===== src/rtl/sample_pacer.sv =====
// sample_pacer: reads I/Q byte pairs from the sample FIFO and releases one
// pair per programmable sample period as held 8-bit multipliers. It owns
// FIFO read sequencing and pair alignment, and it counts underrun periods.
module sample_pacer #(
    parameter logic [15:0] DEFAULT_DIV      = 16'd99,
    parameter logic [15:0] MIN_DIV          = 16'd4,
    parameter bit          HOLD_ON_UNDERRUN = 1'b0
) (
    input  logic       clk,
    input  logic       rst,
    input  logic       en,
    input  logic [7:0] cfg_data,
    input  logic       cfg_wr_lo,
    input  logic       cfg_wr_hi,
    input  logic       fifo_empty,
    input  logic [7:0] fifo_data,
    output logic       fifo_rd,
    output logic [7:0] sample_i,
    output logic [7:0] sample_q,
    output logic       sample_stb,
    input  logic       underrun_clr,
    output logic [7:0] underrun_cnt
);

    typedef enum logic [1:0] {
        F_IDLE   = 2'd0,
        F_CAP_I  = 2'd1,
        F_WAIT_Q = 2'd2,
        F_CAP_Q  = 2'd3
    } fetch_state_e;

    // Dividers below the minimum cannot sustain a 3-cycle pair fetch.
    function automatic logic [15:0] clamp_div(input logic [15:0] d);
        if (d < MIN_DIV) begin
            clamp_div = MIN_DIV;
        end else begin
            clamp_div = d;
        end
    endfunction

    // Saturating increment for the 8-bit underrun counter.
    function automatic logic [7:0] sat_inc8(input logic [7:0] v);
        if (v == 8'hFF) begin
            sat_inc8 = 8'hFF;
        end else begin
            sat_inc8 = v + 8'd1;
        end
    endfunction

    fetch_state_e state_q, state_d;
    logic [15:0]  cnt_q, cnt_d;
    logic [15:0]  shadow_q, shadow_d;
    logic [15:0]  div_active_q, div_active_d;
    logic [7:0]   i_stage_q, i_stage_d;
    logic [7:0]   next_i_q, next_i_d;
    logic [7:0]   next_q_q, next_q_d;
    logic         next_valid_q, next_valid_d;
    logic [7:0]   sample_i_q, sample_i_d;
    logic [7:0]   sample_q_q, sample_q_d;
    logic         stb_q, stb_d;
    logic [7:0]   urun_q, urun_d;
    logic         tick_s;
    logic         rd_s;
    logic         cap_pair_s;

    // A tick ends the current period; the counter only runs while enabled.
    assign tick_s = en && (cnt_q == div_active_q);

    // Reads are suppressed during reset so a held reset never drains the FIFO.
    assign fifo_rd = rd_s && !rst;

    assign sample_i     = sample_i_q;
    assign sample_q     = sample_q_q;
    assign sample_stb   = stb_q;
    assign underrun_cnt = urun_q;

    // Period counter, divider shadow bytes and the active divider reload.
    always_comb begin
        cnt_d        = cnt_q;
        shadow_d     = shadow_q;
        div_active_d = div_active_q;
        if (!en) begin
            cnt_d = 16'd0;
        end else if (tick_s) begin
            cnt_d = 16'd0;
        end else begin
            cnt_d = cnt_q + 16'd1;
        end
        if (cfg_wr_lo) begin
            shadow_d[7:0] = cfg_data;
        end else begin
            shadow_d[7:0] = shadow_q[7:0];
        end
        if (cfg_wr_hi) begin
            shadow_d[15:8] = cfg_data;
        end else begin
            shadow_d[15:8] = shadow_q[15:8];
        end
        // Reloading only at period boundaries keeps the running period intact.
        if (tick_s || !en) begin
            div_active_d = clamp_div(shadow_q);
        end else begin
            div_active_d = div_active_q;
        end
    end

    // Fetch FSM: reads I then Q; once started a pair always completes.
    always_comb begin
        state_d    = state_q;
        rd_s       = 1'b0;
        i_stage_d  = i_stage_q;
        cap_pair_s = 1'b0;
        case (state_q)
            F_IDLE: begin
                if (en && !next_valid_q && !fifo_empty) begin
                    rd_s    = 1'b1;
                    state_d = F_CAP_I;
                end else begin
                    state_d = F_IDLE;
                end
            end
            F_CAP_I: begin
                i_stage_d = fifo_data;
                if (!fifo_empty) begin
                    rd_s    = 1'b1;
                    state_d = F_CAP_Q;
                end else begin
                    state_d = F_WAIT_Q;
                end
            end
            F_WAIT_Q: begin
                if (!fifo_empty) begin
                    rd_s    = 1'b1;
                    state_d = F_CAP_Q;
                end else begin
                    state_d = F_WAIT_Q;
                end
            end
            F_CAP_Q: begin
                cap_pair_s = 1'b1;
                state_d    = F_IDLE;
            end
            default: begin
                state_d = F_IDLE;
            end
        endcase
    end

    // Staged pair, presented sample and underrun accounting on each tick.
    always_comb begin
        next_i_d     = next_i_q;
        next_q_d     = next_q_q;
        next_valid_d = next_valid_q;
        sample_i_d   = sample_i_q;
        sample_q_d   = sample_q_q;
        stb_d        = tick_s;
        urun_d       = urun_q;
        // A capture and a consuming tick never coincide: fetching only starts
        // while no pair is staged, so the staged flag is low during F_CAP_Q.
        if (cap_pair_s) begin
            next_i_d     = i_stage_q;
            next_q_d     = fifo_data;
            next_valid_d = 1'b1;
        end else if (tick_s && next_valid_q) begin
            next_valid_d = 1'b0;
        end else begin
            next_valid_d = next_valid_q;
        end
        if (tick_s && next_valid_q) begin
            sample_i_d = next_i_q;
            sample_q_d = next_q_q;
            urun_d     = underrun_clr ? 8'd0 : urun_q;
        end else if (tick_s) begin
            if (HOLD_ON_UNDERRUN == 1'b1) begin
                sample_i_d = sample_i_q;
                sample_q_d = sample_q_q;
            end else begin
                sample_i_d = 8'h00;
                sample_q_d = 8'h00;
            end
            // Clear first, then count this underrun.
            urun_d = sat_inc8(underrun_clr ? 8'd0 : urun_q);
        end else begin
            urun_d = underrun_clr ? 8'd0 : urun_q;
        end
    end

    // State registers with synchronous reset; a reset discards any partial pair.
    always_ff @(posedge clk) begin
        if (rst) begin
            state_q      <= F_IDLE;
            cnt_q        <= 16'd0;
            shadow_q     <= DEFAULT_DIV;
            div_active_q <= DEFAULT_DIV;
            i_stage_q    <= 8'h00;
            next_i_q     <= 8'h00;
            next_q_q     <= 8'h00;
            next_valid_q <= 1'b0;
            sample_i_q   <= 8'h00;
            sample_q_q   <= 8'h00;
            stb_q        <= 1'b0;
            urun_q       <= 8'h00;
        end else begin
            state_q      <= state_d;
            cnt_q        <= cnt_d;
            shadow_q     <= shadow_d;
            div_active_q <= div_active_d;
            i_stage_q    <= i_stage_d;
            next_i_q     <= next_i_d;
            next_q_q     <= next_q_d;
            next_valid_q <= next_valid_d;
            sample_i_q   <= sample_i_d;
            sample_q_q   <= sample_q_d;
            stb_q        <= stb_d;
            urun_q       <= urun_d;
        end
    end

endmodule


===== config.mk =====
export PLATFORM = sky130hd
export DESIGN_NAME = sample_pacer
export DESIGN_NICKNAME = d
export VERILOG_FILES = /design/src/rtl/sample_pacer.sv
export SDC_FILE = /design/constraint.sdc
export NUM_CORES = 1
export LEC_CHECK = 0
export BUFFER_PORTS_ARGS = -buffer_cell sky130_fd_sc_hd__buf_2
export CAP_MARGIN = 20
export CORE_MARGIN = 4
export CORE_UTILIZATION = 55
export DETAILED_ROUTE_END_ITERATION = 10
export PLACE_DENSITY_LB_ADDON = 0.15
export SYNTH_ARGS = -nofsm -noshare
export SYNTH_HDL_FRONTEND = slang
export SYNTH_SLANG_ARGS = --single-unit

===== constraint.sdc =====
create_clock -name clk -period 2.6 [get_ports clk]
set_input_delay 0 -clock clk [delete_from_list [all_inputs] [get_ports clk]]
set_output_delay 0 -clock clk [all_outputs]
set_load 0.02 [all_outputs]

==> impl_metrics.tcl, run 1 <==
set metrics [dict create \
    fin_setup_tns_ns 0 \
    maxSlewHeadroom 0.534 \
    horiz_die_dim_microns 95.0 \
    first_pass_iters 5 \
    finalClockSkew_ns 0.0128 \
    grt_pass1_wl_mm 16.1 \
    timing_worst_setup_path_type "reg2reg" \
    ir_worst_vdd_v 0.000386 \
    endpoint_kind "flip-flop" \
    gr-usage-met2 0.338 \
    cp-start-kind "flip-flop" \
    yosysWarningCount 0 \
    synth_cells 457 \
    clock_latency_ns 0.36 \
    power_density_nw_per_um2 585 \
    postRouteAntennaNets 0 \
    clock_path_buffers 2 \
    maxCapViolCount 0 \
    maximum_number_of_pins_on_one_net_before_global_route_repair 39 \
    finalWeightedCongestion 0.862 \
    worstHoldPathType "in2reg" \
    synth_commonest_cells "dfxtp_1, nor2_1, mux2i_1, a21oi_1, xnor2_1" \
    required_ns 2.86 \
    worstHoldEndpoint "shadow_q[12]$_SDFFE_PP0P_" \
    fin_crit_sh 0.869 \
    maxClockFrequency_ghz 0.442 \
    outcome "complete, no violations" \
    cts_buffers 9 \
    clock-sinks 100 \
    crit_path_max_fanout 20 \
    synthArstFlopShare 0 \
    rsz0062_at_grt "no" \
    cts_tree "built" \
    core_region_area_sq_um 7290 \
    drive_gt1_frac 0.153 \
    stdcell_area_sq_um 4860 \
    routed_wire_length_mm 9.29 \
    first_global_vias 3239 \
    cell_at_the_root_of_the_clock_tree "clkbuf_8" \
    port-buffer-count 48 \
    first_iter_violations 164 \
    die-height_microns 95.0 \
    area.sequential_sq_um 2000 \
    worst_hold_startpoint "cfg_wr_hi" \
    synth-seq-area-share 0.481 \
    floorplan.die_area_sq_um 9030 \
    cells_on_worst_reg2reg_path 6 \
    yosysMostFrequentCell "dfxtp_1" \
    gr-usage-met1 0.319 \
    period_minus_slack_ns 2.26 \
    worst_slew_pin_slew_ns 0.699 \
    critical_path.reg2reg.startpoint "cnt_q[6]$_SDFF_PP0_" \
    multi_input_comb_area_sq_um 1980 \
    cell_variety_after_synth 43 \
    setup-violations-final 0 \
    ys_seq_elements 100 \
    maxSlewViolCount 0 \
    area_delta_synth_final_pct 16.7 \
    grtUsageMet3 0.0624 \
    grt_busiest_layer "met2" \
    synth_top_area_cells "dfxtp_1, mux2i_1, nor2_1" \
    hold_viol_final 0 \
    io_pins 49 \
    synth_top_area_cell "dfxtp_1" \
    worst_r2r_endpoint "div_active_q[6]$_SDFFE_PP1P_" \
    antenna_cells 0 \
    synthesis.area_sq_um 4160 \
    floorplan.initialDensity 0.571 \
    hold-worst-slack_ns 0.0626 \
    clock_slew_at_reported_path_ffs_ns 0.10 \
    post_dp_cell_area_sq_um 4460 \
    synth_area_per_cell_sq_um 9.11 \
    drc_errors 0 \
    global_route.overflow_total 0 \
    postLayoutCoreUtil 0.666 \
    synth.net_count 485 \
    static_leakage_nw 1.80 \
    num_vias 3463 \
    worst_hold_path.num_cells 3 \
    place.detailed.hpwl_mm 6.17 \
    via_per_inst 5.64 \
    filler_cell_count 633 \
    avgRoutedWirePerCell_microns 15.1 \
    worst_ep_arrival_time_ns 2.52 \
    post_cts_setup_driven_buffer_insertion_count 0 \
    antenna_found_initial 0 \
    dominantRegCellSynth "dfxtp_1" \
    ff2ff_setup_slack_ns 0.34 \
    global_route.usage.total 0.226 \
    final_nets 538 \
    floorplan.rows 31 \
    synth-edff-count 0 \
    netlist.area_leader.share 0.481 \
    cts-htree-levels 3 \
]
flip-flops by register name (all words and copies together), names as in the netlist:
signal,count
next_i_q,8
i_stage_q,8
sample_stb,1
cnt_q,16
next_valid_q,1
next_q_q,8
underrun_cnt,8
sample_q,8
sample_i,8
state_q,2
shadow_q,16
div_active_q,16
routing by layer:
layer | part of all wire | wire [microns]
met1 | 0.49 | 4560
met2 | 0.45 | 4150
met3 | 0.051 | 475
met4 | 0.012 | 107
met5 | 0 | 0
kinds of logic after synthesis:
group	count (synthesis)	share of synthesized area
DFF	100	0.481
AOI/OAI and AO/OA	73	0.107
adders and majority gates	5	0.0150
xor gates and xnor gates	30	0.0631
buffers and inverters	46	0.0469
muxes	37	0.0889
and+or+nand+nor	166	0.198
metrics by stage:
stage / power, mW / setup WS, ns / std cells
2_1_floorplan: 1.76 / 0.699 / 457
3_3_place_gp: 1.81 / 0.398 / 580
3_5_place_dp: 1.82 / 0.374 / 580
4_1_cts: 2.86 / 0.352 / 614
5_1_grt: 2.97 / 0.200 / 614
6_report: 2.84 / 0.340 / 614
critical path: stages, from the launching register on:
cell,delay (ns)
dfxtp_1,0.45
xnor2_1,0.15
nand4_1,0.25
or4_1,0.63
buf_4,0.23
and3_1,0.20
a211o_1,0.26
worst max path at each step:
stage,from,endpoint,slack [ns]
floorplan,cnt_q[6]$_SDFF_PP0_,underrun_cnt[4]$_SDFF_PP0_,0.70
global placement,cnt_q[6]$_SDFF_PP0_,underrun_cnt[4]$_SDFF_PP0_,0.40
detailed placement,cnt_q[6]$_SDFF_PP0_,underrun_cnt[4]$_SDFF_PP0_,0.37
CTS,cnt_q[6]$_SDFF_PP0_,div_active_q[6]$_SDFFE_PP1P_,0.35
global route,cnt_q[6]$_SDFF_PP0_,underrun_cnt[4]$_SDFF_PP0_,0.20
finish,cnt_q[6]$_SDFF_PP0_,div_active_q[6]$_SDFFE_PP1P_,0.34
what timing repair did:
item / in CTS / in global routing
hold buffers: 18 / 0
gates resized for setup: 0 / 0
hold endpoints to repair: 34 / 0
power breakdown:
group | internal (mW) | switching, mW
combinational | 0.0937 | 0.114
sequential | 1.57 | 0.0300
clock | 0.470 | 0.567
final cells by class:
| type | instances | area share |
|---|---|---|
| Tap cell | 99 | 0.0255 |
| Clock buffer | 9 | 0.0255 |
| Sequential cell | 100 | 0.412 |
| Multi-Input combinational cell | 311 | 0.407 |
| Timing Repair Buffer | 76 | 0.102 |
| Inverter | 12 | 0.00927 |
| Clock inverter | 7 | 0.0191 |
cells in the final DEF (no fill, tap or decap), types with 2 or more instances in the layout:
cell type,count
buf_4,10
inv_1,11
ha_1,5
clkinv_4,2
a211o_1,6
o21ai_0,18
nor2b_1,9
and4b_1,2
nor3_1,6
a21oi_1,33
o21a_1,2
a311o_1,3
or4b_2,2
dfxtp_1,100
inv_6,2
nor2_1,66
xor2_1,4
nand2_1,18
buf_2,48
dlygate4sd3_1,18
and3_1,7
nor4_1,5
nand4_1,25
a31oi_1,3
mux2i_1,37
xnor2_1,26
clkbuf_8,9
nand3_1,19
Power figures use the tool's default switching activity.
==> run 2, diff against run 1 <==
--- a/config.mk
+++ b/config.mk
@@ -10,7 +10,7 @@
 export CORE_MARGIN = 4
 export CORE_UTILIZATION = 55
 export DETAILED_ROUTE_END_ITERATION = 10
-export PLACE_DENSITY_LB_ADDON = 0.15
+export PLACE_DENSITY = 0.77
 export SYNTH_ARGS = -nofsm -noshare
 export SYNTH_HDL_FRONTEND = slang
 export SYNTH_SLANG_ARGS = --single-unit
==> impl_metrics.tcl, run 2 (synthesis gave the netlist of run 1 again) <==
set metrics [dict create \
    worst_slew_pin_slew_ns 0.698 \
    core_region_area_sq_um 7290 \
    finalWeightedCongestion 0.852 \
    port-buffer-count 48 \
    worstHoldEndpoint "shadow_q[14]$_SDFFE_PP0P_" \
    cell_at_the_root_of_the_clock_tree "clkbuf_8" \
    ff2ff_setup_slack_ns 0.37 \
    ir_worst_vdd_v 0.000339 \
    maxSlewHeadroom 0.535 \
    die-height_microns 95.0 \
    power_density_nw_per_um2 565 \
    stdcell_area_sq_um 4830 \
    maxSlewViolCount 0 \
    drive_gt1_frac 0.153 \
    routed_wire_length_mm 9.09 \
    post_dp_cell_area_sq_um 4470 \
    floorplan.die_area_sq_um 9030 \
    hold_viol_final 0 \
    avgRoutedWirePerCell_microns 14.8 \
    io_pins 49 \
    worst_r2r_endpoint "underrun_cnt[4]$_SDFF_PP0_" \
    setup-violations-final 0 \
    via_per_inst 5.60 \
    first_pass_iters 5 \
    fin_setup_tns_ns 0 \
    multi_input_comb_area_sq_um 1980 \
    maximum_number_of_pins_on_one_net_before_global_route_repair 39 \
    global_route.overflow_total 0 \
    final_common_cell "dfxtp_1" \
    endpoint_kind "flip-flop" \
    reg_top3 "cnt_q: 16 flops, div_active_q: 16 flops, shadow_q: 16 flops" \
    finalClockSkew_ns 0.0146 \
    cts_tree "built" \
    cts_buffers 9 \
    antenna_found_initial 0 \
    worst_hold_startpoint "cfg_wr_hi" \
    worstHoldPathType "in2reg" \
    power_mw 2.73 \
    period_minus_slack_ns 2.23 \
    required_ns 2.82 \
    timing_worst_setup_path_type "reg2reg" \
    antenna_cells 0 \
    cts-htree-levels 3 \
    post_cts_setup_driven_buffer_insertion_count 0 \
    floorplan.initialDensity 0.571 \
    area.sequential_sq_um 2000 \
    clock_latency_ns 0.36 \
    postRouteAntennaNets 0 \
    post_cts_resized 0 \
    filler_cell_count 635 \
    critical_path.reg2reg.startpoint "cnt_q[6]$_SDFF_PP0_" \
    fin_crit_sh 0.859 \
    num_vias 3441 \
    clock_slew_at_reported_path_ffs_ns 0.11 \
    area_delta_synth_final_pct 16.0 \
    clock-sinks 100 \
    global_route.usage.total 0.211 \
    first_iter_violations 201 \
    static_leakage_nw 1.79 \
    critical_path.slowest_cell "or4_1" \
    horiz_die_dim_microns 95.0 \
    maxClockFrequency_ghz 0.448 \
    final_nets 539 \
    final_cell_mix "dfxtp_1, nor2_1, buf_2" \
    first_global_vias 3248 \
    critical-path-max-stage-delay_ns 0.63 \
    worst_ep_arrival_time_ns 2.45 \
    grt_pass1_wl_mm 15.2 \
    rsz0062_at_grt "no" \
    cp-start-kind "flip-flop" \
    floorplan.rows 31 \
    outcome "complete, no violations" \
    maxCapViolCount 0 \
    drc_errors 0 \
    cells_on_worst_reg2reg_path 6 \
    cell_breakdown_of_the_critical_path "xnor2_1 -> nand4_1 -> or4_1 -> buf_4 -> o311ai_0 -> o41ai_1" \
    crit_path_max_fanout 17 \
    worst_hold_path.num_cells 3 \
    clock_path_buffers 2 \
    place.detailed.hpwl_mm 6.15 \
]
## run 2: cell types whose count changed in the layout (fill, tap and decap cells not counted)
cell / previous run / this run
clkinv_8: 1 / 0
clkbuf_1: 0 / 1
buf_4: 10 / 11
bufinv_16: 1 / 0
clkinv_4: 2 / 3
## run 2: timing repair
action | CTS | global route
hold endpoints to repair | 34 | 0
hold buffers | 18 | 0
endpoints found under the setup margin | 0 | 0
## run 2: worst max-delay path: cells and delay by family, from the launching register on
kind / cells / cell delay [ns]
DFF: 1 / 0.44
and+or+nand+nor: 2 / 0.85
AOI/OAI and AO/OA: 2 / 0.45
xor gates and xnor gates: 1 / 0.14
buffers and inverters: 1 / 0.22
## run 2: worst max-delay path by stage
stage                              from                            to  slack (ns)  cells after the start
floorplan           cnt_q[6]$_SDFF_PP0_    underrun_cnt[4]$_SDFF_PP0_        0.70                      6
global placement    cnt_q[6]$_SDFF_PP0_  div_active_q[6]$_SDFFE_PP1P_        0.41                      6
detailed placement  cnt_q[6]$_SDFF_PP0_    underrun_cnt[4]$_SDFF_PP0_        0.37                      6
CTS                 cnt_q[6]$_SDFF_PP0_    underrun_cnt[4]$_SDFF_PP0_        0.35                      6
global route        cnt_q[6]$_SDFF_PP0_    underrun_cnt[4]$_SDFF_PP0_        0.14                      6
finish              cnt_q[6]$_SDFF_PP0_    underrun_cnt[4]$_SDFF_PP0_        0.37                      6
## run 2: stage by stage
stage                     setup WS (ns)  hold WS (ns)  instances  utilization
after floorplan                   0.699        0.0793        457            -
after global placement            0.407         0.181        581        0.613
after detailed placement          0.366         0.189        581        0.613
after CTS                         0.347        0.0552        615        0.663
after global routing              0.145        0.0693        615        0.663
final                             0.367        0.0673        615        0.663
## run 2: per-layer routing
metal / global-route usage / up-vias / wire length (microns)
met5: 0 / - / 0
met4: 0.0721 / 0 / 113
met3: 0.0371 / 12 / 351
met2: 0.326 / 80 / 4290
met1: 0.297 / 1641 / 4340
li1: - / 1708 / -
## run 2: where the power goes
part	internal [mW]	total (mW)	switching, mW
Combinational	0.0950	0.209	0.114
Clock	0.368	0.924	0.556
Sequential	1.57	1.60	0.0292
Total	2.03	2.73	0.699
## run 2: layout make-up
cell class                      count  share of cell area
Clock buffer                       10              0.0264
Clock inverter                      6              0.0114
Inverter                           12             0.00932
Multi-Input combinational cell    311               0.409
Sequential cell                   100               0.414
Tap cell                           99              0.0256
Timing Repair Buffer               77               0.104
